### src/rtl/booth_csa_seq_pkg.sv
// Shared types for the iterative radix-4 Booth / carry-save multiplier:
// FSM encoding, Booth digit codes and the cycle-count helpers.
package booth_csa_seq_pkg;

    typedef enum logic [1:0] {
        IDLE,
        ACC,
        ADD,
        DONE
    } state_e;

    typedef enum logic [2:0] {
        BD_ZERO,
        BD_P1,
        BD_P2,
        BD_M1,
        BD_M2
    } booth_dig_e;

    localparam int DEF_WIDTH = 32;

    // Two Booth groups (four multiplier bits) are retired per cycle.
    function automatic int ncyc(input int w);
        return w / 4;
    endfunction

    function automatic int cnt_width(input int w);
        return (w / 4 > 1) ? $clog2(w / 4) : 1;
    endfunction

    localparam int NCYC  = ncyc(DEF_WIDTH);
    localparam int CNT_W = cnt_width(DEF_WIDTH);

    // Radix-4 recoding of the triplet {b[2j+1], b[2j], b[2j-1]}.
    function automatic booth_dig_e booth_enc(input logic [2:0] g);
        case (g)
            3'b001, 3'b010: return BD_P1;
            3'b011:         return BD_P2;
            3'b100:         return BD_M2;
            3'b101, 3'b110: return BD_M1;
            default:        return BD_ZERO;
        endcase
    endfunction

endpackage

### src/rtl/booth_csa_seq_csa42_row.sv
// One row of 4:2 compressor cells (two chained full adders per bit); the
// cell-to-cell carry ripples one position only, so the row stays shallow.
module booth_csa_seq_csa42_row #(
    parameter int N = 64
) (
    input  logic [N-1:0] sum,
    input  logic [N-1:0] carry,
    input  logic [N-1:0] pp0,
    input  logic [N-1:0] pp1,
    output logic [N-1:0] new_sum,
    output logic [N-1:0] new_carry
);

    logic [N-1:0] s1;
    logic [N-1:0] cin;
    logic [N-2:0] cout;
    logic [N-2:0] c_lo;

    // The MSB cell's outgoing carries fall off the modulo-2^N result.
    assign s1   = sum ^ carry ^ pp0;
    assign cout = (sum[N-2:0] & carry[N-2:0]) | (sum[N-2:0] & pp0[N-2:0]) |
                  (carry[N-2:0] & pp0[N-2:0]);
    assign cin  = {cout, 1'b0};

    assign new_sum   = s1 ^ pp1 ^ cin;
    assign c_lo      = (s1[N-2:0] & pp1[N-2:0]) | (s1[N-2:0] & cin[N-2:0]) |
                       (pp1[N-2:0] & cin[N-2:0]);
    assign new_carry = {c_lo, 1'b0};

endmodule

### src/rtl/booth_csa_seq.sv
// Iterative signed radix-4 Booth multiplier: two partial products per cycle
// folded into a carry-save accumulator, then one carry-propagate add.
module booth_csa_seq
    import booth_csa_seq_pkg::*;
#(
    parameter int WIDTH = DEF_WIDTH
) (
    input  logic               clk,
    input  logic               rst,
    input  logic               in_valid,
    output logic               in_ready,
    input  logic [WIDTH-1:0]   a,
    input  logic [WIDTH-1:0]   b,
    output logic               out_valid,
    input  logic               out_ready,
    output logic [2*WIDTH-1:0] p,
    output logic               busy
);

    localparam int PW = 2 * WIDTH;
    localparam int NC = ncyc(WIDTH);
    localparam int CW = cnt_width(WIDTH);
    localparam logic [PW-1:0] ONE = PW'(1);

    state_e            state_q, state_d;
    logic [WIDTH-1:0]  a_q, a_d;
    logic [WIDTH:0]    bsrc_q, bsrc_d;
    logic [PW-1:0]     sum_q, sum_d;
    logic [PW-1:0]     carry_q, carry_d;
    logic [PW-1:0]     p_q, p_d;
    logic [CW-1:0]     cnt_q, cnt_d;

    logic [4:0]        grp;
    logic [PW-1:0]     a_ext, pp0, pp1, new_sum, new_carry;

    // Full-width two's complement multiple, so no sign-correction bits are needed.
    function automatic logic [PW-1:0] pp_mult(input booth_dig_e dig, input logic [PW-1:0] ax);
        case (dig)
            BD_P1:   return ax;
            BD_P2:   return ax << 1;
            BD_M1:   return (~ax) + ONE;
            BD_M2:   return (~(ax << 1)) + ONE;
            default: return '0;
        endcase
    endfunction

    // bsrc carries the implicit b[-1]=0 at bit 0; groups 2*cnt and 2*cnt+1 overlap by one bit.
    always_comb begin
        grp   = bsrc_q[{cnt_q, 2'b00} +: 5];
        a_ext = {{WIDTH{a_q[WIDTH-1]}}, a_q};
        pp0   = pp_mult(booth_enc(grp[2:0]), a_ext) << {cnt_q, 2'b00};
        pp1   = pp_mult(booth_enc(grp[4:2]), a_ext) << {cnt_q, 2'b10};
    end

    booth_csa_seq_csa42_row #(.N(PW)) u_row (
        .sum       (sum_q),
        .carry     (carry_q),
        .pp0       (pp0),
        .pp1       (pp1),
        .new_sum   (new_sum),
        .new_carry (new_carry)
    );

    always_comb begin
        state_d = state_q;
        a_d     = a_q;
        bsrc_d  = bsrc_q;
        sum_d   = sum_q;
        carry_d = carry_q;
        cnt_d   = cnt_q;
        p_d     = p_q;
        case (state_q)
            IDLE: if (in_valid) begin
                a_d     = a;
                bsrc_d  = {b, 1'b0};
                sum_d   = '0;
                carry_d = '0;
                cnt_d   = '0;
                state_d = ACC;
            end
            ACC: begin
                sum_d   = new_sum;
                carry_d = new_carry;
                cnt_d   = cnt_q + CW'(1);
                if (cnt_q == CW'(NC - 1)) state_d = ADD;
            end
            ADD: begin
                p_d     = sum_q + carry_q;
                state_d = DONE;
            end
            DONE: if (out_ready) state_d = IDLE;
            default: state_d = IDLE;
        endcase
    end

    always_ff @(posedge clk or posedge rst) begin
        if (rst) begin
            state_q <= IDLE;
            a_q     <= '0;
            bsrc_q  <= '0;
            sum_q   <= '0;
            carry_q <= '0;
            cnt_q   <= '0;
            p_q     <= '0;
        end else begin
            state_q <= state_d;
            a_q     <= a_d;
            bsrc_q  <= bsrc_d;
            sum_q   <= sum_d;
            carry_q <= carry_d;
            cnt_q   <= cnt_d;
            p_q     <= p_d;
        end
    end

    assign in_ready  = (state_q == IDLE);
    assign out_valid = (state_q == DONE);
    assign busy      = (state_q != IDLE);
    assign p         = p_q;

endmodule
### config.mk
export PLATFORM = sky130hd
export DESIGN_NAME = booth_csa_seq
export DESIGN_NICKNAME = d
export VERILOG_FILES = /design/src/rtl/booth_csa_seq_pkg.sv /design/src/rtl/booth_csa_seq_csa42_row.sv /design/src/rtl/booth_csa_seq.sv
export SDC_FILE = /design/constraint.sdc
export NUM_CORES = 1
export LEC_CHECK = 0
export ABC_AREA = 1
export CORE_ASPECT_RATIO = 1.75
export CORE_MARGIN = 3
export CORE_UTILIZATION = 23
export DETAILED_ROUTE_END_ITERATION = 10
export PLACE_DENSITY = 0.5
export REMOVE_ABC_BUFFERS = 1
export SYNTH_ARGS = -nofsm -noshare
export SYNTH_HDL_FRONTEND = slang
export SYNTH_HIERARCHICAL = 1
export SYNTH_SLANG_ARGS = --single-unit
### constraint.sdc
create_clock -name clk -period 9.9 [get_ports clk]
set_input_delay 0.99 -clock clk [delete_from_list [all_inputs] [get_ports clk]]
set_output_delay 0.99 -clock clk [all_outputs]
set_load 0.02 [all_outputs]
* Word level (Yosys, flattened, before mapping)
Cells that the tools add are included.
** Word-level totals
- Bits in registers :: 261
- Input bits :: 68
- Logic and storage cells :: 80
** Cells by class
- Add/sub/neg operators :: 4
- Equality and inequality tests :: 27
- Shifts and indexed selects :: 3
- Multiplexer cells :: 13
- Bitwise logic cells :: 16
- Reductions and logical operators :: 10
** Operator list (number)
- $pmux W64 S4 :: 2
- $and A63 B63 Y63 :: 6
- $pmux W64 S2 :: 2
- $xor A64 B64 Y64 :: 4
- $or A63 B63 Y63 :: 4
- $add A64 B1 Y64 const B :: 2
- $not A64 Y64 :: 2
- $shl A64 B5 Y64 :: 2
- $add A64 B64 Y64 :: 1
- $mux W64 :: 1
- $shiftx A33 B6 Y5 :: 1
- $eq A3 B3 Y1 const B :: 9
- $eq A3 B2 Y1 const B :: 8
- $pmux W3 S4 :: 2
- $eq A3 B1 Y1 const B :: 4
- $pmux W2 S4 :: 1
- $reduce_or A2 Y1 :: 4
- $mux W2 :: 3
- $pmux W3 S2 :: 1
- $eq A2 B2 Y1 const B :: 2
- $ne A2 B2 Y1 const B :: 2
- $reduce_and A2 Y1 :: 2
- $reduce_bool A2 Y1 :: 2
- $add A3 B1 Y3 const B :: 1
- other kinds (5) :: 5

* Depth between registers and ports, before layout
- Depth after elaboration :: 14
- Mapped depth :: 24
- Mapped depth without buffers :: 22

* Cells and area by module
Netlist, hierarchy kept.
** Modules (own cells, without submodules)
- booth_csa_seq :: instances 1, cells an instance 3471, area an instance 21703.3 um^2
- booth_csa_seq_csa42_row :: instances 1, cells an instance 142, area an instance 2591.2 um^2

* Least setup slack after synthesis
Ideal clock, no wire load.
- Kind :: register to register
- From :: register a_q[3]
- To :: register sum_q[47]
- Library setup time :: 0.130 ns
- Arrival :: 3.202 ns
- Required time :: 9.770 ns
- Setup slack :: 6.568 ns
- Cell stages (with the launch flop) :: 20
- Clock period less this slack :: 3.332 ns
- Path through :: dfrtp_1 > buf_2 > nor2_1 > nand2_1 > nor2_1 > nand2_1 > nor3_2 > inv_1 > ha_1 > inv_1 > nand4_1 > nand2_1 > o21ai_1 > nand3_1 > nand3_1 > nand2_1 > fa_1 > fa_1 > nand3_1 > o21ai_0
** On the way
- Elaborated cells between the ends (all ways) :: 16
** RTL lines
- start: declaration :: line booth_csa_seq.sv:26 : logic [WIDTH-1:0] a_q, a_d;
- start signal: assignment :: line booth_csa_seq.sv:99 : a_q <= '0;
- start signal: assignment :: line booth_csa_seq.sv:107 : a_q <= a_d;
- $not A64 Y64, on equally long branches :: line booth_csa_seq.sv:41, booth_csa_seq.sv:42
- $add A64 B1 Y64, on equally long branches :: line booth_csa_seq.sv:41, booth_csa_seq.sv:42
- $pmux W64 S4 (*) :: line booth_csa_seq.sv:38 : case (dig)
- $shl A64 B5 Y64 (*) :: line booth_csa_seq.sv:51 : pp0 = pp_mult(booth_enc(grp[2:0]), a_ext) << {cnt_q, 2'b00};
- via pp0[47] :: line booth_csa_seq.sv:34 : logic [PW-1:0] a_ext, pp0, pp1, new_sum, new_carry;
- $xor A64 B64 Y64 (*) :: line booth_csa_seq_csa42_row.sv:20 : assign s1 = sum ^ carry ^ pp0;
- $xor A64 B64 Y64 (*) (2 in a row) :: line booth_csa_seq_csa42_row.sv:25 : assign new_sum = s1 ^ pp1 ^ cin;
- via new_sum[47] :: line booth_csa_seq.sv:34
- $pmux W64 S2 (*) :: line booth_csa_seq.sv:72 : case (state_q)
- end signal: assignment :: line booth_csa_seq.sv:109 : sum_q <= sum_d;
- end: declaration :: line booth_csa_seq.sv:28 : logic [PW-1:0] sum_q, sum_d;
Mark *: on every way through the listed nets, which the timed path passes. The rest lies on a longest branch.
A chain may end at the register's enable or synchronous reset.

* Final worst setup path
- From :: register cnt_q[2]
- To :: register sum_q[46]
** On the way
- Elaborated cells between the ends (all ways) :: 39
** RTL lines
- start: declaration :: line booth_csa_seq.sv:31 : logic [CW-1:0] cnt_q, cnt_d;
- start signal: assignment :: line booth_csa_seq.sv:111 : cnt_q <= cnt_d;
- $shiftx A33 B6 Y5 :: line booth_csa_seq.sv:49 : grp = bsrc_q[{cnt_q, 2'b00} +: 5];
- $eq A3 B3 Y1, or another cell as far along :: line booth_csa_seq_pkg.sv:36 : case (g)
- $reduce_or A2 Y1 :: line booth_csa_seq_pkg.sv:36
- $pmux W3 S4 :: line booth_csa_seq_pkg.sv:36
- $eq A3 B3 Y1, or another cell as far along :: line booth_csa_seq.sv:38
- $pmux W64 S4 :: line booth_csa_seq.sv:38
- $shl A64 B5 Y64 (*) :: line booth_csa_seq.sv:51
- via pp0[46] :: line booth_csa_seq.sv:34
- $xor A64 B64 Y64 (*) :: line booth_csa_seq_csa42_row.sv:20
- $xor A64 B64 Y64 (*) (2 in a row) :: line booth_csa_seq_csa42_row.sv:25
- via new_sum[46] :: line booth_csa_seq.sv:34
- $pmux W64 S2 (*) :: line booth_csa_seq.sv:72
Marked as above.

==> impl_results.rst <==
.. list-table::
   :header-rows: 1

   * - Metric
     - Value
   * - Result of the run
     - finished, final reports clean
   * - Worst slew margin relative to its limit
     - 0.2875
   * - Htree depth
     - 1
   * - Hold-fix buffer count after cts
     - 0
   * - Most frequently used flop master after synthesis
     - sky130_fd_sc_hd__dfrtp_1
   * - Number of distinct library cell variants in the gate-level netlist after synthesis
     - 45
   * - Sum Neg Setup Slack
     - 0 ps
   * - # fillers
     - 11720
   * - Detailed Place HPWL
     - ~86000 um
   * - Number of gates given a new drive strength after cts
     - 0
   * - Number of placed I/O pins
     - approximately 140
   * - Final count of hold timing violations
     - 0
   * - Initial antenna violation count
     - 0
   * - Total of warnings raised by yosys
     - 6
   * - Clk sinks
     - roughly 260
   * - Total via count in the routed design
     - about 24000
   * - Count of routing violations after the opening detailed-route iteration
     - about 1600
   * - Count of endpoints failing setup in the final report
     - 0
   * - Count of pins over their slew limit
     - 0
   * - Final period utilization
     - 0.5305
   * - Top cells by area, synth
     - sky130_fd_sc_hd__dfrtp_1 27%, sky130_fd_sc_hd__nand2_1 14%, sky130_fd_sc_hd__fa_1 10%
   * - Mean routed wirelength per cell
     - approximately 21 um
   * - Cts bufs inserted
     - 29
   * - Flip-flop and latch count after synthesis
     - between 200 and 300
   * - Clock transition time at the flip-flop clock pins of the worst setup and hold paths
     - around 70 ps
   * - Drt total wl
     - around 110000 um
   * - Post-Synthesis Mean Instance Area
     - around 6.7 um^2
   * - Post CTS Setup Buffer Count
     - 0
   * - Standard-cell rows
     - 157
   * - Count of port buffers added during placement
     - between 100 and 150
   * - Required time of the worst setup path
     - approximately 10000 ps
   * - Floorplan core area
     - 0.1047 mm^2
   * - Count of flip-flops with a built-in enable after synthesis
     - 0
   * - Peak fanout along the critical path
     - between 50 and 60
   * - Cell count after synthesis
     - between 3000 and 4000
   * - Overall track demand over capacity in global routing
     - 0.1912
   * - TritonCTS clock tree
     - built
   * - Vias per Instance
     - 4.867
   * - Number of nets still failing antenna checks after routing
     - 0
   * - Die extent in y
     - 435.9 um
   * - Largest clock skew in the final design
     - between 15 and 20 ps
   * - RSZ-0062 raised after global routing
     - no
   * - Total number of nets in the final design
     - slightly below 4000
   * - Post-synthesis cell type with the largest combined area
     - sky130_fd_sc_hd__dfrtp_1
   * - Final antenna diode count
     - 0
   * - Final period demand of the worst path
     - 5252 ps
   * - Pin count of the biggest net entering global routing
     - 90
   * - Class of the most critical hold timing path
     - reg2reg
   * - Overall die area
     - around 0.11 mm^2
   * - Number of global-route vias before repair
     - roughly 25000
   * - Async S/R FF share, synth
     - 1.000
   * - Sequential element share of the synthesized area
     - 0.2688
   * - First drt pass iteration count
     - 5
   * - Initial standard-cell utilization of the core
     - 0.2320
   * - Max-cap violations
     - 0
   * - Worst setup path class
     - reg2reg
   * - Fraction of post-synthesis cell area in the top cell type by area
     - 0.2688
   * - Source-to-sink clock delay at the later pin of the worst-skew pair
     - around 600 ps
   * - Area growth from synthesis to layout
     - 13.47%
   * - Total gr overflow
     - 0
   * - Cell at the root of the clock tree
     - sky130_fd_sc_hd__clkbuf_16
   * - Die outline width
     - around 250 um
   * - CP arrival
     - around 5700 ps
   * - DRC errors left
     - 0
   * - Fraction of final layout cells with drive strength greater than 1
     - 0.04437
   * - Last weighted congestion value of the routability-driven placer
     - between 1 and 1.5
   * - Worst-Margin Slew
     - 1058 ps
   * - Clock buffer depth
     - 3
   * - Mapped Area
     - 0.02429 mm^2
   * - First-pass GRT wire length
     - between 150000 and 200000 um
   * - Critical Path End Type
     - register
   * - Upper clock frequency limit
     - ~190 MHz
   * - Type of origin of the critical path
     - register
## critical path, stage by stage, from the launching register on
cell and delay, ps:
sky130_fd_sc_hd__dfrtp_4 840, sky130_fd_sc_hd__buf_4 590, sky130_fd_sc_hd__nor2_4 130, sky130_fd_sc_hd__nand3_1 120, sky130_fd_sc_hd__nand2_1 70, sky130_fd_sc_hd__inv_2 60, sky130_fd_sc_hd__nand2_4 230, sky130_fd_sc_hd__nand3_1 200
sky130_fd_sc_hd__nand2_2 330, sky130_fd_sc_hd__nand2_1 150, sky130_fd_sc_hd__nand2_1 50, sky130_fd_sc_hd__nor2_1 240, sky130_fd_sc_hd__nand2_1 120, sky130_fd_sc_hd__nand2_1 90, sky130_fd_sc_hd__nand2_1 150, sky130_fd_sc_hd__nand3_1 300
sky130_fd_sc_hd__nand2_1 130, sky130_fd_sc_hd__fa_1 590, sky130_fd_sc_hd__fa_1 420, sky130_fd_sc_hd__nand3_1 90, sky130_fd_sc_hd__o21ai_0 90
## cells in the final DEF (no fill, tap or decap), types with 3 or more instances in the layout
| cell | synthesis | final |
|---|---|---|
| sky130_fd_sc_hd__nand3b_1 | 6 | 6 |
| sky130_fd_sc_hd__nor2_2 | 6 | 6 |
| sky130_fd_sc_hd__a21oi_2 | 10 | 10 |
| sky130_fd_sc_hd__nor3_1 | 13 | 13 |
| sky130_fd_sc_hd__conb_1 | 2 | 3 |
| sky130_fd_sc_hd__nand3_1 | 463 | 463 |
| sky130_fd_sc_hd__clkbuf_8 | 0 | 4 |
| sky130_fd_sc_hd__xor2_1 | 13 | 13 |
| sky130_fd_sc_hd__ha_1 | 72 | 70 |
| sky130_fd_sc_hd__o21bai_1 | 6 | 6 |
| sky130_fd_sc_hd__o211ai_1 | 3 | 3 |
| sky130_fd_sc_hd__nor2_1 | 388 | 388 |
| sky130_fd_sc_hd__or2_2 | 9 | 9 |
| sky130_fd_sc_hd__nand2_2 | 11 | 11 |
| sky130_fd_sc_hd__clkdlybuf4s50_1 | 0 | 134 |
| sky130_fd_sc_hd__o21ai_0 | 241 | 240 |
| sky130_fd_sc_hd__nand2_4 | 8 | 9 |
| sky130_fd_sc_hd__fa_1 | 126 | 126 |
| sky130_fd_sc_hd__a21oi_1 | 180 | 180 |
| sky130_fd_sc_hd__clkbuf_1 | 90 | 6 |
| sky130_fd_sc_hd__nand2_1 | 936 | 935 |
| sky130_fd_sc_hd__dfrtp_1 | 261 | 258 |
| sky130_fd_sc_hd__clkbuf_16 | 0 | 29 |
| sky130_fd_sc_hd__inv_1 | 424 | 423 |
| sky130_fd_sc_hd__nand3_2 | 12 | 12 |
| sky130_fd_sc_hd__o21a_1 | 4 | 4 |
| sky130_fd_sc_hd__buf_4 | 17 | 23 |
| sky130_fd_sc_hd__nor2_4 | 5 | 5 |
| sky130_fd_sc_hd__clkinv_2 | 0 | 7 |
| sky130_fd_sc_hd__o21ai_1 | 5 | 5 |
| sky130_fd_sc_hd__mux2_2 | 8 | 8 |
| sky130_fd_sc_hd__xnor2_1 | 12 | 12 |
| sky130_fd_sc_hd__a31oi_1 | 34 | 34 |
| sky130_fd_sc_hd__nand4_1 | 161 | 161 |
| sky130_fd_sc_hd__inv_2 | 8 | 8 |
## synthesized netlist by cell type (8+ instances only)
master                       n
sky130_fd_sc_hd__buf_6      17
sky130_fd_sc_hd__mux2_2      8
sky130_fd_sc_hd__a21oi_2    10
sky130_fd_sc_hd__a31oi_1    34
sky130_fd_sc_hd__nand2_1   936
sky130_fd_sc_hd__nand4_1   161
sky130_fd_sc_hd__nand2_4     8
sky130_fd_sc_hd__nor3_1     13
sky130_fd_sc_hd__buf_2      37
sky130_fd_sc_hd__xor2_1     13
sky130_fd_sc_hd__nand3_2    12
sky130_fd_sc_hd__nand2_2    11
sky130_fd_sc_hd__inv_2       8
sky130_fd_sc_hd__ha_1       72
sky130_fd_sc_hd__or2_2       9
sky130_fd_sc_hd__buf_4      17
sky130_fd_sc_hd__nand3_1   463
sky130_fd_sc_hd__dfrtp_1   261
sky130_fd_sc_hd__a21oi_1   180
sky130_fd_sc_hd__clkbuf_1   90
sky130_fd_sc_hd__fa_1      126
sky130_fd_sc_hd__buf_1      10
sky130_fd_sc_hd__xnor2_1    12
sky130_fd_sc_hd__o21ai_0   241
sky130_fd_sc_hd__inv_1     424
sky130_fd_sc_hd__nor2_1    388
## state kept, by name (all words and copies together) (netlist names)
signal	flops
a_q	32
bsrc_q	32
carry_q	64
cnt_q	3
p	64
state_q	2
sum_q	64
## stage by stage
stage                     hold WS, ps  setup WS [ps]  cell area, um^2  cells  utilization
final                           474.5           4648            27570   5002       0.2633
after global routing            507.4           4375            27570   5002       0.2633
after CTS                       480.1           4763            27570   5002       0.2633
after detailed placement        464.4           4795            26650   4950       0.2546
after global placement          458.2           4802            26650   4950       0.2546
after floorplan                 479.6           1383            23400   3442            -
## layout make-up
type                    instances  area, um^2  share of cell area
clock inverters                13       110.1            0.003994
repair buffers                157        1514             0.05492
flip-flops and latches        261        6540              0.2372
clock buffers                  39       803.3             0.02914
well taps                    1351        1690             0.06132
multi-input cells            2746       15270              0.5538
inverters                     435        1644             0.05964
## metal layers
metal	share of wire	track usage
met5	0	0
met4	0.096	0.1528
met3	0.033	0.01515
met2	0.50	0.3424
met1	0.37	0.2059
## logic make-up after synthesis
| logic type | Yosys count | share of synthesized area |
|---|---|---|
| AO/OA/AOI/OAI | 487 | 0.1054 |
| XOR/XNOR | 25 | 0.009013 |
| adder cells (fa/ha/maj) | 198 | 0.1409 |
| buffers and inverters | 607 | 0.1043 |
| flip-flops | 261 | 0.2688 |
| multiplexers | 8 | 0.003708 |
| other | 2 | 0.0003091 |
| AND/OR/NAND/NOR | 2025 | 0.3675 |
## path summary, 6_finish.rpt
| check | startpoint | to | slack [ps] | cells past startpoint |
|---|---|---|---|---|
| min in group asynchronous | rst | p[3] | 900 | 2 |
| max in group asynchronous | rst | p[53] | 7560 | 3 |
| min reg2reg | p[0] | p[0] | 470 | 2 |
| min | p[0] | p[0] | 470 | 2 |
| max reg2reg | cnt_q[2] | sum_q[46] | 4650 | 20 |
| max | cnt_q[2] | sum_q[46] | 4650 | 20 |
Power is not shown: default switching activity piles up to over one toggle a cycle in this logic, so the estimate is an artifact.
